`config.mk`:
```
export PLATFORM = sky130hd
export DESIGN_NAME = contador_ad_bcd_param
export DESIGN_NICKNAME = d
export VERILOG_FILES = /design/src/rtl/contador_ad_bcd_param.sv
export SDC_FILE = /design/constraint.sdc
export NUM_CORES = 1
export LEC_CHECK = 0
export BUFFER_PORTS_ARGS = -buffer_cell sky130_fd_sc_hd__buf_2
export CAP_MARGIN = 20
export CORE_MARGIN = 4
export CORE_UTILIZATION = 53
export CTS_CLUSTER_SIZE = 24
export DETAILED_ROUTE_END_ITERATION = 10
export PLACE_DENSITY = 0.88
export SETUP_SLACK_MARGIN = 0.02
export SYNTH_ARGS = -nofsm -noshare
export SYNTH_HDL_FRONTEND = slang
export SYNTH_SLANG_ARGS = --single-unit
```
`constraint.sdc`:
```
create_clock -name clk -period 2.7 [get_ports clk]
set_clock_uncertainty 0.1 [all_clocks]
set_input_delay 0.54 -clock clk [delete_from_list [all_inputs] [get_ports clk]]
set_output_delay 0.54 -clock clk [all_outputs]
set_load 0.02 [all_outputs]
```
`src/rtl/contador_ad_bcd_param.sv`:
```
// Up/down field counter for RTC date/time setting: wrap-around range, press-and-hold
// auto-repeat from an internal clock-enable tick, clamped load, combinational BCD output.
module contador_ad_bcd_param #(
    parameter int unsigned MIN_VAL    = 1,
    parameter int unsigned MAX_VAL    = 12,
    parameter int unsigned DIGITS     = 2,
    parameter int unsigned VW         = 7,
    parameter int unsigned SEL_CODE   = 5,
    parameter int unsigned TICK_DIV   = 13000000,
    parameter int unsigned HOLD_TICKS = 3
) (
    input  logic                  clk,
    input  logic                  reset,
    input  logic [3:0]            en_count,
    input  logic                  enUP,
    input  logic                  enDOWN,
    input  logic                  load,
    input  logic [VW-1:0]         load_val,
    output logic [VW-1:0]         value,
    output logic [4*DIGITS-1:0]   data_bcd,
    output logic                  wrap_up,
    output logic                  wrap_down
);

    localparam int unsigned TW = (TICK_DIV > 2) ? $clog2(TICK_DIV) : 1;
    localparam int unsigned HW = $clog2(HOLD_TICKS + 1);
    localparam int unsigned CW = (VW > 4) ? VW : 4;

    // Elaboration-time legality checks on the parameter set
    if (DIGITS < 1 || DIGITS > 4) begin : g_bad_digits
        $error("contador_ad_bcd_param: DIGITS must be 1..4");
    end
    if (MAX_VAL >= 10**DIGITS) begin : g_bad_max_digits
        $error("contador_ad_bcd_param: MAX_VAL does not fit in DIGITS decimal digits");
    end
    if (MIN_VAL > MAX_VAL) begin : g_bad_range
        $error("contador_ad_bcd_param: MIN_VAL must not exceed MAX_VAL");
    end
    if (2**VW <= MAX_VAL) begin : g_bad_vw
        $error("contador_ad_bcd_param: VW too narrow for MAX_VAL");
    end
    if (TICK_DIV < 2) begin : g_bad_tick
        $error("contador_ad_bcd_param: TICK_DIV must be >= 2");
    end
    if (HOLD_TICKS < 1) begin : g_bad_hold
        $error("contador_ad_bcd_param: HOLD_TICKS must be >= 1");
    end

    typedef enum logic [1:0] {
        S_IDLE   = 2'd0,
        S_HOLD   = 2'd1,
        S_REPEAT = 2'd2
    } state_t;

    state_t          r_state;
    logic            r_dir_up;
    logic [TW-1:0]   r_tick;
    logic [HW-1:0]   r_hold;

    logic            w_req;
    logic            w_dir_up;
    logic            w_keep;
    logic            w_tick;
    logic [HW-1:0]   w_hold_inc;
    logic [VW-1:0]   w_up_next;
    logic [VW-1:0]   w_dn_next;
    logic            w_up_wrap;
    logic            w_dn_wrap;
    logic [VW-1:0]   w_step_val;
    logic            w_step_wu;
    logic            w_step_wd;
    logic [VW-1:0]   w_clamp;
    logic [CW-1:0]   w_rem;
    logic [4*DIGITS-1:0] w_bcd;

    // Request decode: selected field with exactly one direction pressed
    assign w_req      = (en_count == 4'(SEL_CODE)) && (enUP ^ enDOWN);
    assign w_dir_up   = enUP;
    assign w_keep     = w_req && (w_dir_up == r_dir_up);
    assign w_tick     = (r_tick == TW'(TICK_DIV - 1));
    assign w_hold_inc = r_hold + HW'(1);

    // Next value for one step in either direction, with wrap detection
    assign w_up_wrap  = (value >= VW'(MAX_VAL));
    assign w_dn_wrap  = (value <= VW'(MIN_VAL));
    assign w_up_next  = w_up_wrap ? VW'(MIN_VAL) : value + VW'(1);
    assign w_dn_next  = w_dn_wrap ? VW'(MAX_VAL) : value - VW'(1);
    assign w_step_val = w_dir_up ? w_up_next : w_dn_next;
    assign w_step_wu  = w_dir_up & w_up_wrap;
    assign w_step_wd  = ~w_dir_up & w_dn_wrap;

    // Load value saturated into the legal range
    assign w_clamp = (load_val < VW'(MIN_VAL)) ? VW'(MIN_VAL) :
                     (load_val > VW'(MAX_VAL)) ? VW'(MAX_VAL) : load_val;

    // Binary to BCD by repeated constant division; digit 0 is the units digit
    always_comb begin
        w_bcd = '0;
        w_rem = CW'(value);
        for (int i = 0; i < int'(DIGITS); i++) begin
            w_bcd[4*i +: 4] = 4'(w_rem % CW'(10));
            w_rem           = w_rem / CW'(10);
        end
    end

    assign data_bcd = w_bcd;

    // Press/hold/repeat FSM, counter register and wrap pulses
    always_ff @(posedge clk) begin
        if (!reset) begin
            r_state   <= S_IDLE;
            r_dir_up  <= 1'b0;
            r_tick    <= '0;
            r_hold    <= '0;
            value     <= VW'(MIN_VAL);
            wrap_up   <= 1'b0;
            wrap_down <= 1'b0;
        end else begin
            wrap_up   <= 1'b0;
            wrap_down <= 1'b0;
            if (load) begin
                value   <= w_clamp;
                r_state <= S_IDLE;
                r_tick  <= '0;
                r_hold  <= '0;
            end else begin
                unique case (r_state)
                    S_IDLE: begin
                        if (w_req) begin
                            value     <= w_step_val;
                            wrap_up   <= w_step_wu;
                            wrap_down <= w_step_wd;
                            r_dir_up  <= w_dir_up;
                            r_tick    <= '0;
                            r_hold    <= '0;
                            r_state   <= S_HOLD;
                        end
                    end
                    S_HOLD: begin
                        if (!w_keep) begin
                            r_state <= S_IDLE;
                        end else if (w_tick) begin
                            r_tick <= '0;
                            r_hold <= w_hold_inc;
                            if (w_hold_inc == HW'(HOLD_TICKS)) begin
                                value     <= w_step_val;
                                wrap_up   <= w_step_wu;
                                wrap_down <= w_step_wd;
                                r_state   <= S_REPEAT;
                            end
                        end else begin
                            r_tick <= r_tick + TW'(1);
                        end
                    end
                    S_REPEAT: begin
                        if (!w_keep) begin
                            r_state <= S_IDLE;
                        end else if (w_tick) begin
                            r_tick    <= '0;
                            value     <= w_step_val;
                            wrap_up   <= w_step_wu;
                            wrap_down <= w_step_wd;
                        end else begin
                            r_tick <= r_tick + TW'(1);
                        end
                    end
                    default: begin
                        r_state <= S_IDLE;
                    end
                endcase
            end
        end
    end

endmodule

```
==> results.json, run 1 <==
{
  "status": "finished with violations",
  "failed_checks": "setup timing",
  "final_common_cell": "nor2_1",
  "antenna_left": 0,
  "crit_top_cell": "buf_4",
  "setup_tns_ps": -2567,
  "synth_top_cell_by_area": "dfxtp_1",
  "max_slew_margin_pct": 64.95,
  "diodes": 0,
  "fin_ws_ps": -395.0,
  "ys_warn_count": 0,
  "fp.dieW_um": 80.36,
  "yosys-top-cells-area": "dfxtp_1, ha_1, xor2_1",
  "vias": 2761,
  "yosysTopAreaCellShare_pct": 27.41,
  "io_buffers": 32,
  "start_kind": "register",
  "worstMarginPinSlew_ps": 525.7,
  "criticalPathCategory": "register to output port",
  "numCtsBuffers": 5,
  "dr.pass1.iters": 4,
  "clk_pin_slew_ps": 70,
  "cts_max_level": 2,
  "grt_pass1_vias": 2721,
  "num-fill-cells": 414,
  "grt_pass1_wl_um": 11920,
  "ys_seq_elements": 38,
  "synth-edff-count": 0,
  "pwr-share-seq_pct": 47.9,
  "p_comb_share_pct": 17.4,
  "cpPeakStageDelay_ps": 380,
  "area_delta_synth_final_pct": 21.37,
  "setup_viol": 7,
  "power.share.clock_pct": 34.7,
  "maxSlewViolCount": 0,
  "period_minus_slack_ps": 3095,
  "grt_max_degree": 24,
  "layout-drive-gt1-share_pct": 26.03,
  "cap_violations": 0,
  "start_util_pct": 54.34,
  "async_flop_share_pct": 0,
  "ys.flop_type": "dfxtp_1",
  "drt_iter0_drc": 174,
  "coreArea_um2": 5107,
  "final_cell_mix": "nor2_1, buf_4, nand2_1, dfxtp_1, buf_2",
  "clock.fmax_mhz": 323.1,
  "dr.max_layer_used": "met4",
  "syn_nets": 387,
  "gr-total-overflow": 0,
  "pin_count": 33,
  "p_per_area_nw_per_um2": 356.1,
  "synth.avg_cell_area_um2": 7.774,
  "cts_sinks": 38,
  "final_util_pct": 65.95,
  "clockRootBuffer": "clkbuf_8",
  "layout.nets": 440,
  "p_leak_nw": 1.385,
  "gp_congestion": 0.9047,
  "critPathMaxFanout": 6,
  "hold_slack_ps": 371.6,
  "die_y_um": 80.36,
  "rsz0062_at_grt": "true",
  "crit_slowest_cell": "dfxtp_4",
  "vias_per_cell": 5.740,
  "dieArea_um2": 6458,
  "wl_um": 6799,
  "endpoint_kind": "output port",
  "m1WireLength_um": 2990,
  "hold_violations": 0,
  "clock_latency_ps": 300,
  "grt.total_usage_pct": 22.48,
  "arrival_ps": 2450,
  "antenna_found_initial": 0,
  "hold_path.class": "register to register",
  "internal_power_uw": 860.1,
  "met2_length_um": 3413,
  "fin_crit_sh_pct": 114.6,
  "crit_chain": "nor2b_4, xor2_1, o22ai_1, a21oi_2, ha_2, a211oi_2, a31oi_1, o211ai_1, a31oi_2, buf_4, xnor2_2, buf_4",
  "ys_types": 66,
  "yosysSeqAreaShare_pct": 27.41,
  "cts.path.max_buffers": 2,
  "remaining_drc_errors": 0,
  "p_sw_uw": 339.4,
  "dp_hpwl_um": 5113,
  "vdd_ir_drop_max_uv": 325.7,
  "cts_tree": "built",
  "wl_met3_um": 247,
  "num_rows": 26,
  "required_ps": 2060,
  "post_drt_wl_per_cell_um": 14.14,
  "netlist_area_um2": 2775,
  "switching_share_pct": 28.29,
  "synthCells": 357
}
## what timing repair did
action                     4_1_cts  5_1_grt
resized for setup               11        7
buffers inserted                 3        0
hold buffers                     0        0
setup endpoints to repair        7        7
pin swaps                        5        3
gates cloned                     0        0
## stage by stage
step	cell area [um^2]	power, mW	cells	setup slack, ps
floorplan	2833	0.7133	357	-112.7
global placement	3191	0.7701	470	9.838
detailed placement	3191	0.7756	470	-70.62
CTS	3343	1.191	481	-377.8
global route	3368	1.247	481	-506.7
finish	3368	1.199	481	-395.0
## power groups by stage
stage / registers [mW] / clock network [mW] / logic [mW]
floorplan: 0.587 / 0 / 0.126
global placement: 0.586 / 0 / 0.184
detailed placement: 0.587 / 0 / 0.188
CTS: 0.573 / 0.418 / 0.201
global route: 0.575 / 0.445 / 0.227
finish: 0.574 / 0.417 / 0.209
## kinds of logic (layout without fill, tap and decap cells)
| logic type | after synthesis | count (layout) | synth area share (%) |
|---|---|---|---|
| xor gates and xnor gates | 29 | 29 | 9.152 |
| and+or+nand+nor | 153 | 153 | 29.98 |
| buffers and inverters | 39 | 93 | 5.951 |
| muxes | 4 | 4 | 1.578 |
| AOI/OAI and AO/OA | 79 | 79 | 19.21 |
| adders and majority gates | 15 | 15 | 6.718 |
| DFF | 38 | 38 | 27.41 |
## final timing paths
check / start / end / slack (ps) / cells past startpoint
max: value[3] / data_bcd[1] / -390 / 12
max reg2reg: r_tick[8] / value[3] / 460 / 6
min reg2reg: r_hold[0] / r_hold[0] / 370 / 2
min: r_hold[0] / r_hold[0] / 370 / 2
## Yosys cell counts, drive strengths merged (2+ instances only)
cell type and count:
clkbuf 9, o21a 2, o211ai 5, and2 2, or4 2, nand2b 6
o21ai 19, a221oi 2, nor2 43, buf 10, o22ai 4, a21oi 21
xor2 19, a21o 2, nor4b 2, mux2i 4, nand2 34, ha 14
nand4 13, nor3 6, a31oi 4, and4bb 2, nor4 5, nand3b 2
o32ai 2, dfxtp 38, xnor2 10, a211oi 4, a21boi 3, nor3b 2
nand3 16, or3 3, inv 20, and3 9, nor2b 4
## state kept, by name, indices dropped and copies added, names as in the netlist
| name | flops |
|---|---|
| r_dir_up | 1 |
| value | 7 |
| r_state | 2 |
| r_tick | 24 |
| wrap_up | 1 |
| r_hold | 2 |
| wrap_down | 1 |
## metal layers
layer,up-vias,track usage (%)
li1,1378,-
met2,74,39.57
met1,1290,27.08
met4,0,8.108
met3,19,4.148
met5,-,0
## worst max-delay path, delay by kind of cell (launching register included)
kind                       cells  cell delay [ps]
AOI/OAI and AO/OA              6              840
DFF                            1              380
buffers and inverters          2              320
xor gates and xnor gates       2              250
adders and majority gates      1              240
and+or+nand+nor                1              130
## cell type report
cell class / instances / area, um^2 / share of cell area (%)
well taps: 70 / 87.58 / 2.600
clock buffers: 6 / 82.58 / 2.452
multi-input cells: 280 / 1909 / 56.69
inverters: 20 / 75.07 / 2.229
repair buffers: 65 / 430.4 / 12.78
flip-flops and latches: 38 / 772.0 / 22.92
clock inverters: 2 / 11.26 / 0.3343
No activity file was read; power rests on OpenSTA's default activity.
==> run 2: changes to the inputs <==
Settings changed: CORE_UTILIZATION 53 to 59, CTS_BUF_LIST set to sky130_fd_sc_hd__clkbuf_16, PLACE_DENSITY 0.88 to 0.92.
Clock period 2.7 ns to 3.4 ns, I/O delays scaled along.
==> results.json, run 2 (same netlist as run 1, synthesis figures left out) <==
{
  "diodes": 0,
  "layout.nets": 420,
  "p_leak_nw": 1.298,
  "grt_pass1_wl_um": 11610,
  "gp_congestion": 0.8723,
  "coreArea_um2": 4444,
  "largest_reg_flops": 24,
  "cts.path.max_buffers": 2,
  "dp_cells": 430,
  "drt_iter0_drc": 231,
  "num_rows": 24,
  "max_slew_margin_pct": 51.71,
  "cpPeakStageDelay_ps": 380,
  "grt_max_degree": 24,
  "clock_latency_ps": 280,
  "remaining_drc_errors": 0,
  "dp_hpwl_um": 4634,
  "final_common_cell": "nor2_1",
  "arrival_ps": 2540,
  "io_buffers": 32,
  "vdd_ir_drop_max_uv": 294.2,
  "pin_count": 33,
  "p_comb_share_pct": 14.1,
  "largest-register": "r_tick",
  "fp.dieW_um": 76.59,
  "dieArea_um2": 5865,
  "fin_crit_sh_pct": 97.65,
  "layout-drive-gt1-share_pct": 20.72,
  "clock.fmax_mhz": 301.2,
  "hold_path.class": "register to register",
  "cts_sinks": 38,
  "cts_tree": "built",
  "setup_viol": 0,
  "power.share.clock_pct": 42.1,
  "maxSlewViolCount": 0,
  "hold_path_depth": 2,
  "wl_um": 6890,
  "crit_chain": "nor2_2, nand3_1, o22ai_1, a21oi_2, ha_2, inv_1, a32oi_1, o211ai_1, a31oi_2, buf_4, a221o_1, buf_2",
  "switching_share_pct": 26.08,
  "status": "complete, no violations",
  "reg2reg_depth": 7,
  "criticalPathCategory": "register to output port",
  "area_delta_synth_final_pct": 15.28,
  "pwr-share-seq_pct": 43.7,
  "cts_max_level": 2,
  "required_ps": 2620,
  "antenna_left": 0,
  "dr.pass1.iters": 5,
  "post_drt_wl_per_cell_um": 15.55,
  "p_per_area_nw_per_um2": 326.9,
  "internal_power_uw": 773.1,
  "cap_violations": 0,
  "endpoint_kind": "output port",
  "numCtsBuffers": 5,
  "p_sw_uw": 272.8,
  "top_regs": "r_tick (24), value (7)",
  "rsz0062_at_grt": "true",
  "die_y_um": 76.59,
  "start_util_pct": 62.44,
  "hold_violations": 0,
  "grt_pass1_vias": 2546,
  "final_cell_mix": "nor2_1, dfxtp_1, nand2_1, buf_2, inv_1",
  "period_minus_slack_ps": 3320,
  "start_kind": "register",
  "gr-total-overflow": 0,
  "grt.total_usage_pct": 23.34,
  "final_util_pct": 71.99,
  "clockRootBuffer": "clkbuf_16",
  "vias_per_cell": 6.185,
  "stdcell_count": 443,
  "worstMarginPinSlew_ps": 718.8,
  "ctsHoldBuffers": 0,
  "crit_slowest_cell": "dfxtp_4",
  "setup_tns_ps": 0,
  "critPathMaxFanout": 7,
  "vias": 2740,
  "antenna_found_initial": 0,
  "clk_pin_slew_ps": 60
}
[run 2: changes by cell type in the layout (fill, tap and decap cells not counted), sizes merged]
cell      change
buf          -20
clkbuf        -1
clkinv        +1
clkinvlp      +1
inv           -1
[run 2: worst max-delay path, delay by kind of cell, from the launching register on]
kind,cells,cell delay [ps]
and+or+nand+nor,2,290
DFF,1,380
AOI/OAI and AO/OA,6,970
adders and majority gates,1,210
buffers and inverters,3,400
[run 2: through the flow]
stage | cell area (um^2) | setup WS (ps) | hold WS [ps] | total power, mW
after global routing | 3199 | -72.42 | 369.0 | 1.089
after CTS | 3132 | 15.90 | 352.3 | 1.039
final | 3199 | 79.85 | 355.4 | 1.046
after floorplan | 2775 | 119.3 | 331.9 | 0.5598
after detailed placement | 2970 | 163.3 | 345.8 | 0.5968
after global placement | 2970 | 235.4 | 344.4 | 0.5961
[run 2: metal layers]
layer	GRT usage [%]	wire length [um]
met2	39.81	3490
met1	29.38	2853
met3	4.610	454
met5	0	0
met4	7.609	92
[run 2: final cells by class]
type | count | area [um^2]
multi-input cells | 280 | 1879
fillers | 330 | 1245
flip-flops and latches | 38 | 774.5
repair buffers | 45 | 264.0
clock buffers | 5 | 125.1
inverters | 20 | 75.07
well taps | 52 | 65.06
clock inverters | 3 | 16.27
[run 2: final timing paths]
kind                    from     endpoint  slack [ps]
setup reg to reg  r_tick[19]   r_tick[23]        1050
hold reg to reg    r_hold[0]    r_hold[0]         360
hold / removal     r_hold[0]    r_hold[0]         360
setup / recovery    value[3]  data_bcd[6]          80
[run 2: power groups by stage]
stage	registers, mW	logic, mW	clock network (mW)
final	0.458	0.148	0.441
after detailed placement	0.467	0.130	0
after global placement	0.466	0.130	0
after global routing	0.458	0.160	0.471
after CTS	0.457	0.136	0.446
after floorplan	0.466	0.0940	0
[run 2: what timing repair did]
item                                    CTS  global route
hold endpoints to repair                  0             0
endpoints found under the setup margin    7             7
buffers inserted                          2             3
gates resized for setup                   3            17
pin swaps                                 0             5
==> run 3: changes to the inputs <==
Settings changed: CORE_UTILIZATION 59 to 60, PLACE_DENSITY 0.92 to 0.79.
Clock period 3.4 ns to 4.2 ns, I/O delays scaled along.
==> results.json, run 3 (same netlist as run 1, synthesis figures left out) <==
{
  "status": "complete, no violations",
  "fin_crit_sh_pct": 93.21,
  "dp_hpwl_um": 4378,
  "internal_power_uw": 738.7,
  "vias": 2642,
  "area_delta_synth_final_pct": 12.53,
  "endpoint_kind": "output port",
  "fp.dieW_um": 76.01,
  "p_leak_nw": 1.263,
  "arrival_ps": 2970,
  "numCtsBuffers": 5,
  "start_kind": "register",
  "seqCellArea_um2": 762.0,
  "dieArea_um2": 5778,
  "grt_pass1_wl_um": 10720,
  "num-fill-cells": 339,
  "grt.total_usage_pct": 21.33,
  "num_rows": 24,
  "max_slew_margin_pct": 49.13,
  "pin_count": 33,
  "period_minus_slack_ps": 3915,
  "gp_congestion": 0.8850,
  "drt_iter0_drc": 199,
  "cts_max_level": 2,
  "p_comb_share_pct": 10.6,
  "p_per_area_nw_per_um2": 305.3,
  "clock.fmax_mhz": 255.4,
  "required_ps": 3260,
  "hold_path.class": "register to register",
  "multiInputGateArea_um2": 1849,
  "grt_max_degree": 24,
  "antenna_left": 0,
  "cts_tree": "built",
  "critPathMaxFanout": 13,
  "diodes": 0,
  "remaining_drc_errors": 0,
  "criticalPathCategory": "register to output port",
  "p_sw_uw": 214.6,
  "io_buffers": 32,
  "gr-total-overflow": 0,
  "final_common_cell": "nor2_1",
  "stdcell_count": 433,
  "hold_violations": 0,
  "clock_latency_ps": 280,
  "pwr-share-seq_pct": 39.1,
  "wl_um": 6129,
  "finalPower_uw": 953.4,
  "ctsHoldBuffers": 0,
  "maxSlewViolCount": 0,
  "cap_violations": 0,
  "clockRootBuffer": "clkbuf_16",
  "largest-register": "r_tick",
  "final_cell_mix": "nor2_1, dfxtp_1, nand2_1, buf_2",
  "setup_viol": 0,
  "rsz0062_at_grt": "false",
  "post_drt_wl_per_cell_um": 14.15,
  "hold_slack_ps": 362.6,
  "start_util_pct": 62.87,
  "layout.nets": 410,
  "power.share.clock_pct": 50.4,
  "largest_reg_flops": 24,
  "setup_tns_ps": 0,
  "dr.pass1.iters": 4,
  "layout-drive-gt1-share_pct": 15.75,
  "switching_share_pct": 22.51,
  "clk_pin_slew_ps": 50,
  "cts_sinks": 38,
  "coreArea_um2": 4414,
  "worstMarginPinSlew_ps": 761.3,
  "cts.path.max_buffers": 2,
  "top_regs": "r_tick (24), value (7)",
  "die_y_um": 76.01,
  "vdd_ir_drop_max_uv": 289.8,
  "grt_pass1_vias": 2426,
  "antenna_found_initial": 0,
  "dp_cells": 425,
  "vias_per_cell": 6.102
}
-- run 3: final timing paths --
path / start / end / slack (ps) / cells past startpoint
min reg2reg: r_hold[0] / r_hold[0] / 360 / 2
min: r_hold[0] / r_hold[0] / 360 / 2
max: value[3] / data_bcd[6] / 290 / 11
max reg2reg: r_tick[19] / r_tick[11] / 1590 / 6
-- run 3: power groups by stage --
stage,clock [mW],sequential (mW),combinational (mW)
after floorplan,0,0.377,0.0761
after global placement,0,0.380,0.0978
after CTS,0.486,0.372,0.100
after detailed placement,0,0.380,0.0994
after global routing,0.509,0.373,0.111
final,0.480,0.372,0.101
-- run 3: metrics by stage --
stage / worst slack [ps] / utilization [%] / instance area [um^2]
3_3_place_gp: 661.3 / 66.44 / 2933
4_1_cts: 217.8 / 70.72 / 3122
5_1_grt: 23.48 / 70.75 / 3123
6_report: 285.2 / 70.75 / 3123
3_5_place_dp: 504.3 / 66.44 / 2933
2_1_floorplan: 759.3 / - / 2775
-- run 3: area by class of cell --
type | instances | share of cell area, %
Clock inverter | 3 | 2.043
Sequential cell | 38 | 24.40
Timing Repair Buffer | 35 | 5.849
Clock buffer | 5 | 4.006
Tap cell | 52 | 2.083
Inverter | 20 | 2.404
Multi-Input combinational cell | 280 | 59.21
-- run 3: timing repair --
item,CTS,global route
setup endpoints to repair,0,5
setup buffers,0,0
gates resized for setup,0,1
-- run 3: critical path, stage by stage, from the launching register on --
cell      delay (ps)
dfxtp_1          580
nor2b_1          170
xor2_1           160
o22ai_1          100
a21oi_1          250
ha_1             270
inv_1             90
a31oi_1          200
o211ai_1         150
a31oi_2          370
a221o_1          200
buf_2            150
-- run 3: metal layers --
layer / share of wire (%) / global-route usage, %
met5: 0 / 0
met4: 1.5 / 6.940
met3: 6.4 / 3.901
met2: 46 / 33.30
met1: 46 / 29.58
